<file path="config.mk">
export PLATFORM = sky130hd
export DESIGN_NAME = obi_mem_arbiter
export DESIGN_NICKNAME = d
export VERILOG_FILES = /design/src/rtl/obi_arb_pkg.sv /design/src/rtl/obi_arb_checker.sv /design/src/rtl/obi_arb_src_fifo.sv /design/src/rtl/obi_mem_arbiter.sv
export SDC_FILE = /design/constraint.sdc
export NUM_CORES = 1
export LEC_CHECK = 0
export ABC_CLOCK_PERIOD_IN_PS = 2590
export CORE_AREA = 2 2 109 111
export CTS_BUF_LIST = sky130_fd_sc_hd__clkbuf_8
export CTS_CLUSTER_SIZE = 14
export DETAILED_ROUTE_END_ITERATION = 8
export DIE_AREA = 0 0 111 113
export DONT_BUFFER_PORTS = 1
export GPL_TIMING_DRIVEN = 0
export PLACE_DENSITY = 0.38
export SLEW_MARGIN = 15
export SYNTH_ARGS = -nofsm -noshare
export SYNTH_HDL_FRONTEND = slang
export SYNTH_SLANG_ARGS = --single-unit
</file>
<file path="constraint.sdc">
create_clock -name clk_i -period 2.59 [get_ports clk_i]
set_input_delay 0.259 -clock clk_i [delete_from_list [all_inputs] [get_ports clk_i]]
set_output_delay 0.259 -clock clk_i [all_outputs]
set_load 0.005 [all_outputs]
</file>
<file path="src/rtl/obi_arb_pkg.sv">
// Shared types for the two-to-one OBI memory arbiter.
// Covers the requester IDs and the lock state encoding.
package obi_arb_pkg;

    typedef enum logic {
        SRC_INSTR = 1'b0,
        SRC_DATA  = 1'b1
    } obi_src_e;

    typedef enum logic {
        ARB_IDLE   = 1'b0,
        ARB_LOCKED = 1'b1
    } arb_state_e;

    // Round-robin partner: the requester that did not win last time.
    function automatic obi_src_e other_src(input obi_src_e src);
        return (src == SRC_INSTR) ? SRC_DATA : SRC_INSTR;
    endfunction

endpackage

</file>
<file path="src/rtl/obi_arb_checker.sv">
// Simulation-side protocol checks for obi_mem_arbiter.
// A response arriving with nothing outstanding is dropped by the arbiter and flagged here.
module obi_arb_checker (
    input logic clk_i,
    input logic rst_i,
    input logic i_rvalid,
    input logic i_fifo_empty
);

    // Flag memory responses that have no matching granted request.
    always_ff @(posedge clk_i) begin
        if (!rst_i) begin
            assert (!(i_rvalid && i_fifo_empty))
            else $warning("obi_mem_arbiter: rvalid with no outstanding transaction, response dropped");
        end
    end

endmodule

</file>
<file path="src/rtl/obi_arb_src_fifo.sv">
// In-order FIFO of requester IDs for granted transactions still awaiting rvalid.
// DEPTH must be a power of two so the pointers wrap naturally.
module obi_arb_src_fifo
    import obi_arb_pkg::*;
#(
    parameter int unsigned DEPTH = 2
) (
    input  logic     clk_i,
    input  logic     rst_i,
    input  logic     i_push,
    input  obi_src_e i_push_src,
    input  logic     i_pop,
    output logic     o_full,
    output logic     o_empty,
    output obi_src_e o_head
);

    localparam int unsigned PTR_W = (DEPTH > 1) ? $clog2(DEPTH) : 1;
    localparam int unsigned CNT_W = $clog2(DEPTH + 1);

    obi_src_e         r_mem [DEPTH];
    logic [PTR_W-1:0] r_wr_ptr;
    logic [PTR_W-1:0] r_rd_ptr;
    logic [CNT_W-1:0] r_count;
    logic             w_do_push;
    logic             w_do_pop;

    assign o_full    = (r_count == CNT_W'(DEPTH));
    assign o_empty   = (r_count == {CNT_W{1'b0}});
    assign w_do_push = i_push && !o_full;
    assign w_do_pop  = i_pop && !o_empty;
    assign o_head    = r_mem[r_rd_ptr];

    // Storage, pointers and occupancy count.
    always_ff @(posedge clk_i or posedge rst_i) begin
        if (rst_i) begin
            r_wr_ptr <= {PTR_W{1'b0}};
            r_rd_ptr <= {PTR_W{1'b0}};
            r_count  <= {CNT_W{1'b0}};
            for (int i = 0; i < DEPTH; i++) begin
                r_mem[i] <= SRC_INSTR;
            end
        end else begin
            if (w_do_push) begin
                r_mem[r_wr_ptr] <= i_push_src;
                r_wr_ptr        <= r_wr_ptr + PTR_W'(1);
            end
            if (w_do_pop) begin
                r_rd_ptr <= r_rd_ptr + PTR_W'(1);
            end
            case ({w_do_push, w_do_pop})
                2'b10:   r_count <= r_count + CNT_W'(1);
                2'b01:   r_count <= r_count - CNT_W'(1);
                default: r_count <= r_count;
            endcase
        end
    end

endmodule

</file>
<file path="src/rtl/obi_mem_arbiter.sv">
// Two-to-one OBI arbiter: instruction and data requesters share one memory port.
// Round-robin per transaction, address phase locked until granted, responses routed in order.
module obi_mem_arbiter
    import obi_arb_pkg::*;
#(
    parameter int unsigned ADDR_WIDTH      = 32,
    parameter int unsigned DATA_WIDTH      = 32,
    parameter int unsigned MAX_OUTSTANDING = 2
) (
    input  logic                    clk_i,
    input  logic                    rst_i,

    input  logic                    instr_req_i,
    output logic                    instr_gnt_o,
    input  logic [ADDR_WIDTH-1:0]   instr_addr_i,
    output logic                    instr_rvalid_o,
    output logic [DATA_WIDTH-1:0]   instr_rdata_o,

    input  logic                    data_req_i,
    output logic                    data_gnt_o,
    input  logic [ADDR_WIDTH-1:0]   data_addr_i,
    input  logic                    data_we_i,
    input  logic [DATA_WIDTH/8-1:0] data_be_i,
    input  logic [DATA_WIDTH-1:0]   data_wdata_i,
    output logic                    data_rvalid_o,
    output logic [DATA_WIDTH-1:0]   data_rdata_o,

    output logic                    mem_req_o,
    input  logic                    mem_gnt_i,
    output logic [ADDR_WIDTH-1:0]   mem_addr_o,
    output logic                    mem_we_o,
    output logic [DATA_WIDTH/8-1:0] mem_be_o,
    output logic [DATA_WIDTH-1:0]   mem_wdata_o,
    input  logic                    mem_rvalid_i,
    input  logic [DATA_WIDTH-1:0]   mem_rdata_i,

    output logic                    busy_o
);

    localparam int unsigned BE_W = DATA_WIDTH / 8;

    arb_state_e r_state;
    arb_state_e w_state_next;
    obi_src_e   r_lock_src;
    obi_src_e   w_lock_src_next;
    obi_src_e   r_last_src;
    obi_src_e   w_sel;
    obi_src_e   w_head;
    logic       w_sel_req;
    logic       w_grant;
    logic       w_pop;
    logic       w_fifo_full;
    logic       w_fifo_empty;

    // Source selection: a locked source wins, otherwise round-robin on contention.
    always_comb begin
        w_sel = SRC_INSTR;
        if (r_state == ARB_LOCKED) begin
            w_sel = r_lock_src;
        end else if (instr_req_i && data_req_i) begin
            w_sel = other_src(r_last_src);
        end else if (data_req_i) begin
            w_sel = SRC_DATA;
        end else begin
            w_sel = SRC_INSTR;
        end
    end

    assign w_sel_req = (w_sel == SRC_DATA) ? data_req_i : instr_req_i;
    // A full FIFO blocks the request even when a response pops it this cycle.
    assign mem_req_o = w_sel_req && !w_fifo_full;
    assign w_grant   = mem_gnt_i && mem_req_o && !rst_i;

    assign instr_gnt_o = w_grant && (w_sel == SRC_INSTR);
    assign data_gnt_o  = w_grant && (w_sel == SRC_DATA);

    // Request field muxing; instruction fetches are always full-word reads.
    always_comb begin
        mem_addr_o  = instr_addr_i;
        mem_we_o    = 1'b0;
        mem_be_o    = {BE_W{1'b1}};
        mem_wdata_o = {DATA_WIDTH{1'b0}};
        if (w_sel == SRC_DATA) begin
            mem_addr_o  = data_addr_i;
            mem_we_o    = data_we_i;
            mem_be_o    = data_be_i;
            mem_wdata_o = data_wdata_i;
        end else begin
            mem_addr_o  = instr_addr_i;
            mem_we_o    = 1'b0;
            mem_be_o    = {BE_W{1'b1}};
            mem_wdata_o = {DATA_WIDTH{1'b0}};
        end
    end

    // Lock FSM next state: hold the selection while the memory inserts wait states.
    always_comb begin
        w_state_next    = r_state;
        w_lock_src_next = r_lock_src;
        case (r_state)
            ARB_IDLE: begin
                if (mem_req_o && !mem_gnt_i) begin
                    w_state_next    = ARB_LOCKED;
                    w_lock_src_next = w_sel;
                end else begin
                    w_state_next    = ARB_IDLE;
                end
            end
            ARB_LOCKED: begin
                if (mem_gnt_i) begin
                    w_state_next = ARB_IDLE;
                end else begin
                    w_state_next = ARB_LOCKED;
                end
            end
            default: begin
                w_state_next = ARB_IDLE;
            end
        endcase
    end

    // Lock state and latched source.
    always_ff @(posedge clk_i or posedge rst_i) begin
        if (rst_i) begin
            r_state    <= ARB_IDLE;
            r_lock_src <= SRC_INSTR;
        end else begin
            r_state    <= w_state_next;
            r_lock_src <= w_lock_src_next;
        end
    end

    // Last granted source; DATA at reset so the first contention goes to INSTR.
    always_ff @(posedge clk_i or posedge rst_i) begin
        if (rst_i) begin
            r_last_src <= SRC_DATA;
        end else if (w_grant) begin
            r_last_src <= w_sel;
        end else begin
            r_last_src <= r_last_src;
        end
    end

    assign w_pop = mem_rvalid_i && !w_fifo_empty;

    obi_arb_src_fifo #(
        .DEPTH (MAX_OUTSTANDING)
    ) u_src_fifo (
        .clk_i      (clk_i),
        .rst_i      (rst_i),
        .i_push     (w_grant),
        .i_push_src (w_sel),
        .i_pop      (w_pop),
        .o_full     (w_fifo_full),
        .o_empty    (w_fifo_empty),
        .o_head     (w_head)
    );

    assign instr_rvalid_o = w_pop && (w_head == SRC_INSTR);
    assign data_rvalid_o  = w_pop && (w_head == SRC_DATA);
    assign instr_rdata_o  = mem_rdata_i;
    assign data_rdata_o   = mem_rdata_i;

    assign busy_o = !w_fifo_empty || mem_req_o;

    obi_arb_checker u_checker (
        .clk_i        (clk_i),
        .rst_i        (rst_i),
        .i_rvalid     (mem_rvalid_i),
        .i_fifo_empty (w_fifo_empty)
    );

endmodule

</file>
==> results.toml, run 1 <==
[status]
status = "finished, final reports clean"

[critical_path]
worstPathRequired_ps = 2330
critPathCapture = "mem_addr_o[7]"
worst_r2r_startpoint = "r_lock_src$_DFFE_PP0P_"
reg2reg_setup_slack_ps = 960
r2r_end = "u_src_fifo.r_count[1]$_DFFE_PP0P_"
timing.critical_path.from = "r_last_src$_DFFE_PP1P_"
worstSetupEndpointType = "output pin"
reg2regPathDepth = 6
worstPathArrival_ps = 1880
timing.setup.critical_path_class = "register to output pin"
critPathSlowestCell = "dfstp_2"
crit_path_max_fanout = 10
critPathLaunchType = "register"
critical_path.cell_chain = "nand2_2 -> a31oi_4 -> buf_6 -> mux2_2"
critPathMaxStageDelay_ps = 540

[cts]
cts_max_path_buffers = 2
ctsHoldBuffers = 1
cts_setup_buffers = 0
tritoncts = "built"
cts_htree_levels = 1
cts-resized-gates = 0
clk_transition_reported_paths_ps = 40
worstSkewPairLatency_ps = 230
cts_buffers = 3
clk_root_buffer_cell = "clkbuf_8"
cts_sinks = 9

[pwr]
leakage_nw = 0.809
report.power.total_mw = 1.32
ir_drop_mv = 0.442
power.density_mw_per_mm2 = 700

[final_layout]
syn2layout_area_growth_pct = 14.2
final_util = 0.167
antenna_diode_count = 0
design.final.nets = 337
layout-drive-gt1-share = 0.577

[synthesis]
synthTopCellsByCount = "buf_4 (65), nor2b_1 (34), mux2_2 (30)"
yosys_register_bits = 9
async_flop_share = 1.00
synthDominantAreaCellType = "buf_4"
netlist_area_mm2 = 0.00165
mean_cell_area_of_the_mapped_netlist_um2 = 8.65
synth_fp_nets = 331
synth_seq_area_share = 0.137
synth-edff-count = 0
yosysWarningCount = 0
most_numerous_cell_in_the_yosys_netlist = "buf_4"
post_synth_num_cell_types = 32
synthCells = 191
yosys.area.top_type_share = 0.295
ys_top_cells_by_area = "buf_4 (30%), mux2_2 (20%), nor2b_1 (13%)"
synth_ff_type = "dfrtp_1"

[floorplanning]
die-area_mm2 = 0.0125
die_h_um = 113
floorplan.initialDensity = 0.147
std_cell_rows = 39
die_w_um = 111
core_area_mm2 = 0.0113
ioPinCount = 278

[routing]
drt.antenna.violating_nets = 0
dr_wl_met3_um = 483
top_layer_used = "met4"
via_per_inst = 3.79
drt-wirelength-per-cell_um = 17.1
wirelength_met1_um = 2070
drt_first_pass_iters = 3
num_vias = 1286
detailedRoute.firstIterationViolations = 17
routed_wirelength_um = 5790
drc = 0
met2WireLength_um = 3210

[sta]
setup_viol = 0
slew-limit-headroom = 0.664
finalCritPeriodShare = 0.825
final.min_clock_period_ps = 2140
tightestPinTransition_ps = 503
timing_max_transition_violations_final = 0
final_hold_viol_count = 0
timing.clock.skew_ps = 0.528
max_clock_freq_ghz = 0.468
finalSetupTns_ps = 0
rsz0062_at_grt = "no"

[grt]
gr-total-overflow = 0
grt_first_pass_wirelength_um = 7110
grt_max_degree = 12
globalRouteTotalUtil = 0.0756
grt_antenna_before_repair = 1
grt_pass1_vias = 1145

[flow_run]
max_cap_viol_count = 0

[place]
post-dp-hpwl_um = 5230
place.gp.congestion = 0.743
placement.io_buffers = 0

[hold_path]
worst_hold_path_type = "input pin to register"
flip-flops by register name, indices dropped and copies added, names as in the netlist:
register / flops
u_src_fifo.r_count: 2
u_src_fifo.r_mem: 2
r_last_src: 1
r_lock_src: 1
r_state: 1
u_src_fifo.r_rd_ptr: 1
u_src_fifo.r_wr_ptr: 1
final cells by class:
cell class / count / area, um^2
fill: 1262 / 9390
timing repair buffer: 1 / 10.0
tap: 143 / 179
clock buffer: 3 / 41.3
multi-input combinational: 106 / 863
clock inverter: 1 / 3.75
sequential: 9 / 226
buffer: 72 / 548
inverter: 4 / 15.0
critical path: cells and delay by family (launching register included):
family | cells | cell delay (ps)
compound gates | 1 | 460
buf+inv | 1 | 220
flops | 1 | 540
mux | 1 | 370
simple gates | 1 | 60
cells in the final DEF, fill, tap and decap left out, types with 4 or more instances in the layout:
cell type and n:
buf_4 65, buf_6 4, dfrtp_1 8, inv_1 5, mux2_2 30, nor2b_1 34, or2_2 4, xnor2_1 4
layer usage:
metal	vias to the layer above	global-route usage
li1	567	-
met1	595	0.0889
met2	120	0.144
met3	4	0.0150
met4	0	0.0125
met5	-	0
worst min-delay path by stage:
stage	start	endpoint	slack [ps]	cells after the start
2_1_floorplan	rst_i	r_lock_src$_DFFE_PP0P_	100	1
3_3_place_gp	rst_i	u_src_fifo.r_rd_ptr$_DFFE_PP0P_	170	1
3_5_place_dp	rst_i	u_src_fifo.r_rd_ptr$_DFFE_PP0P_	170	1
4_1_cts	mem_gnt_i	r_state$_DFF_PP0_	90	1
5_1_grt	mem_gnt_i	r_state$_DFF_PP0_	90	1
6_report	mem_gnt_i	r_state$_DFF_PP0_	90	1
cells by family (layout without fill, tap and decap cells):
group | count (synthesis) | count (layout) | share of synthesized area
flops | 9 | 9 | 0.137
buf+inv | 76 | 81 | 0.341
mux | 34 | 34 | 0.230
simple gates | 55 | 55 | 0.204
xor+xnor | 5 | 5 | 0.0265
fa+ha+maj | 1 | 1 | 0.00757
compound gates | 11 | 11 | 0.0538
report_power, final:
part	leakage, nW	total, mW	internal (mW)	switching, mW
sequential	0.105	0.285	0.217	0.0684
clock	0.0269	0.156	0.103	0.0530
combinational	0.677	0.880	0.434	0.446
total	0.809	1.32	0.753	0.568
through the flow:
step	hold WS, ps	setup WS, ps	instances	area (um^2)
floorplan	103	919	191	1650
global route	86.6	299	339	1890
CTS	88.4	356	339	1890
global placement	172	636	334	1830
detailed placement	169	608	334	1830
finish	92.3	453	339	1890
(Power assumes the default switching activity.)
==> run 2, diff against run 1 <==
--- a/config.mk
+++ b/config.mk
@@ -5,15 +5,16 @@
 export SDC_FILE = /design/constraint.sdc
 export NUM_CORES = 1
 export LEC_CHECK = 0
-export ABC_CLOCK_PERIOD_IN_PS = 2590
-export CORE_AREA = 2 2 109 111
+export ABC_AREA = 1
+export ABC_CLOCK_PERIOD_IN_PS = 1950
+export CORE_AREA = 2 2 108 110
 export CTS_BUF_LIST = sky130_fd_sc_hd__clkbuf_8
 export CTS_CLUSTER_SIZE = 14
 export DETAILED_ROUTE_END_ITERATION = 8
-export DIE_AREA = 0 0 111 113
+export DIE_AREA = 0 0 110 112
 export DONT_BUFFER_PORTS = 1
 export GPL_TIMING_DRIVEN = 0
-export PLACE_DENSITY = 0.38
+export PLACE_DENSITY = 0.4
 export SLEW_MARGIN = 15
 export SYNTH_ARGS = -nofsm -noshare
 export SYNTH_HDL_FRONTEND = slang
==> constraint.sdc (replaced) <==
create_clock -name clk_i -period 1.95 [get_ports clk_i]
set_input_delay 0.195 -clock clk_i [delete_from_list [all_inputs] [get_ports clk_i]]
set_output_delay 0.195 -clock clk_i [all_outputs]
set_load 0.005 [all_outputs]
==> run 2 against run 1 <==
Compared with the run above: cell count grew 34%; sequential power rose by 24%; design area up 3.1%; register-to-register slack lost 770 ps; combinational power is 40% higher; critical path depth rose by 3; die area shrank 1.8%; core utilization increased by 0.67 points; clock-buffer cell count stayed put; critical endpoint is now mem_addr_o[20].
==> results.toml, run 2 <==
[routing]
drt_first_pass_iters = 4
routed_wirelength_um = 5930
top_layer_used = "met4"
via_per_inst = 3.76
drc = 0
wirelength_met1_um = 2230
num_vias = 1709
met2WireLength_um = 3020
detailedRoute.firstIterationViolations = 44
dr_wl_met3_um = 664
drt.antenna.violating_nets = 0
drt-wirelength-per-cell_um = 13.1

[synthesis]
synthCells = 306
synth_compound_area_frac = 0.0176
synth_ff_type = "dfrtp_1"
yosysWarningCount = 0
synth_xor_area_frac = 0.0154
yosys.area.top_type_share = 0.294
synthMuxAreaShare = 0
netlist_area_mm2 = 0.00171
post_synth_num_cell_types = 24
async_flop_share = 1.00
synthDominantAreaCellType = "buf_4"
ys_top_cells_by_area = "buf_4 (29%), nand2_1 (24%), dfrtp_1 (12%)"
synth_top_family_by_area = "buffers and inverters"
yosys_register_bits = 9
synth-edff-count = 0
most_numerous_cell_in_the_yosys_netlist = "nand2_1"
synthTopCellsByCount = "nand2_1 (111), buf_4 (67), nor2_1 (44)"
mean_cell_area_of_the_mapped_netlist_um2 = 5.59
adder_cell_share_of_the_synthesized_area = 0.00732
synth_seq_area_share = 0.133
synth_fp_nets = 446
synthSimpleGateAreaFrac = 0.412

[critical_path]
critPathLaunchType = "register"
timing.setup.critical_path_class = "register to output pin"
path_delay_family = "flip-flops"
crit_top_cell = "nand2_1"
critPathSlowestCell = "dfstp_2"
worstPathRequired_ps = 1750
worstPathArrival_ps = 1580
critPathMaxStageDelay_ps = 530
crit_path_max_fanout = 10
reg2reg_setup_slack_ps = 190
worst-path-buf-inv = 2
critical_path.cell_chain = "nand2_1 -> nand3_4 -> nand2_4 -> inv_4 -> buf_4 -> nand2_1 -> nand2_1"
worstSetupEndpointType = "output pin"

[pwr]
report.power.total_mw = 1.80
seq_power_share = 0.196
swShare = 0.532
leakage_nw = 1.19
ir_drop_mv = 0.527
p_int_mw = 0.840
power_frac_comb = 0.684
total_switching_power_mw = 0.956
power.density_mw_per_mm2 = 923
pwr-share-clk = 0.120

[final_layout]
mostFrequentLayoutCell = "nand2_1"
layout_common_cells = "nand2_1 (111), buf_4 (67), nor2_1 (44)"
syn2layout_area_growth_pct = 13.8
layout-drive-gt1-share = 0.286
antenna_diode_count = 0
design.final.nets = 452
biggestRegsByFlops = "u_src_fifo.r_count x2, u_src_fifo.r_mem x2"

[flow_run]
max_cap_viol_count = 0

[cts]
clk_root_buffer_cell = "clkbuf_8"
worstSkewPairLatency_ps = 230
cts_sinks = 9
cts_setup_buffers = 0
clk_transition_reported_paths_ps = 50
cts_htree_levels = 1
cts_max_path_buffers = 2
cts_buffers = 3
tritoncts = "built"

[place]
place.gp.congestion = 0.711
placement.io_buffers = 0
post-dp-hpwl_um = 5260

[sta]
finalCritPeriodShare = 0.911
final.min_clock_period_ps = 1780
final_hold_viol_count = 0
max_clock_freq_ghz = 0.563
slew-limit-headroom = 0.734
setup_viol = 0
timing.clock.skew_ps = 0.358
timing_max_transition_violations_final = 0
finalSetupTns_ps = 0
tightestPinTransition_ps = 397
rsz0062_at_grt = "no"

[status]
status = "finished, final reports clean"

[floorplanning]
die_h_um = 112
std_cell_rows = 39
die_w_um = 110
die-area_mm2 = 0.0123
ioPinCount = 278
core_area_mm2 = 0.0112
floorplan.initialDensity = 0.153

[grt]
gr-total-overflow = 0
globalRouteTotalUtil = 0.0818
grt_first_pass_wirelength_um = 7680
grt_max_degree = 11
grt_antenna_before_repair = 0
grt_pass1_vias = 1529

[hold_path]
worst_hold_path_type = "input pin to register"
[run 2: final timing paths]
| kind | from | end | cells after the start |
|---|---|---|---|
| setup / recovery | r_last_src$_DFFE_PP1P_ | mem_addr_o[20] | 7 |
| hold / removal | mem_gnt_i | r_state$_DFF_PP0_ | 1 |
| setup reg to reg | r_state$_DFF_PP0_ | u_src_fifo.r_count[1]$_DFFE_PP0P_ | 8 |
| hold reg to reg | u_src_fifo.r_mem[1]$_DFFE_PP0P_ | u_src_fifo.r_mem[1]$_DFFE_PP0P_ | 2 |
| max in group asynchronous | rst_i | r_last_src$_DFFE_PP1P_ | 2 |
| min in group asynchronous | rst_i | u_src_fifo.r_count[1]$_DFFE_PP0P_ | 2 |
[run 2: cells by family (layout without fill, tap and decap cells)]
logic type      Yosys count  count (layout)
compound gates            6               6
xor+xnor                  3               3
buf+inv                 118             123
flops                     9               9
fa+ha+maj                 1               1
simple gates            169             169
[run 2: routing by layer]
layer,track usage,vias to the layer above
met2,0.156,148
met5,0,-
met1,0.0960,731
met3,0.0129,2
met4,0.0101,0
li1,-,828
[run 2: layout make-up]
class | instances | area (um^2)
Multi-Input combinational cell | 179 | 773
Fill cell | 1292 | 9230
Inverter | 44 | 168
Tap cell | 143 | 179
Timing Repair Buffer | 1 | 10.0
Sequential cell | 9 | 226
Buffer | 74 | 544
Clock inverter | 1 | 3.75
Clock buffer | 3 | 41.3
[run 2: power by group through the flow]
| stage | registers [mW] | clock network (mW) | logic (mW) |
|---|---|---|---|
| 2_1_floorplan | 0.336 | 0 | 0.977 |
| 3_3_place_gp | 0.353 | 0 | 1.25 |
| 3_5_place_dp | 0.354 | 0 | 1.26 |
| 4_1_cts | 0.352 | 0.224 | 1.26 |
| 5_1_grt | 0.364 | 0.239 | 1.43 |
| 6_report | 0.352 | 0.216 | 1.23 |
[run 2: repair_timing]
item | CTS | global route
setup endpoints to repair | 0 | 14
endpoints found under the hold margin | 8 | 0
hold buffers | 1 | 0
resized for setup | 0 | 3
[run 2: metrics by stage]
stage | instance area [um^2] | std cells | worst slack (ps) | utilization | hold slack, ps
after global placement | 1890 | 449 | 92.0 | 0.169 | 80.7
after detailed placement | 1890 | 449 | 61.1 | 0.169 | 85.6
after floorplan | 1710 | 306 | 320 | - | 22.2
after CTS | 1940 | 454 | 21.6 | 0.174 | 17.6
final | 1950 | 454 | 173 | 0.174 | 21.4
after global routing | 1950 | 454 | 29.4 | 0.174 | 21.2
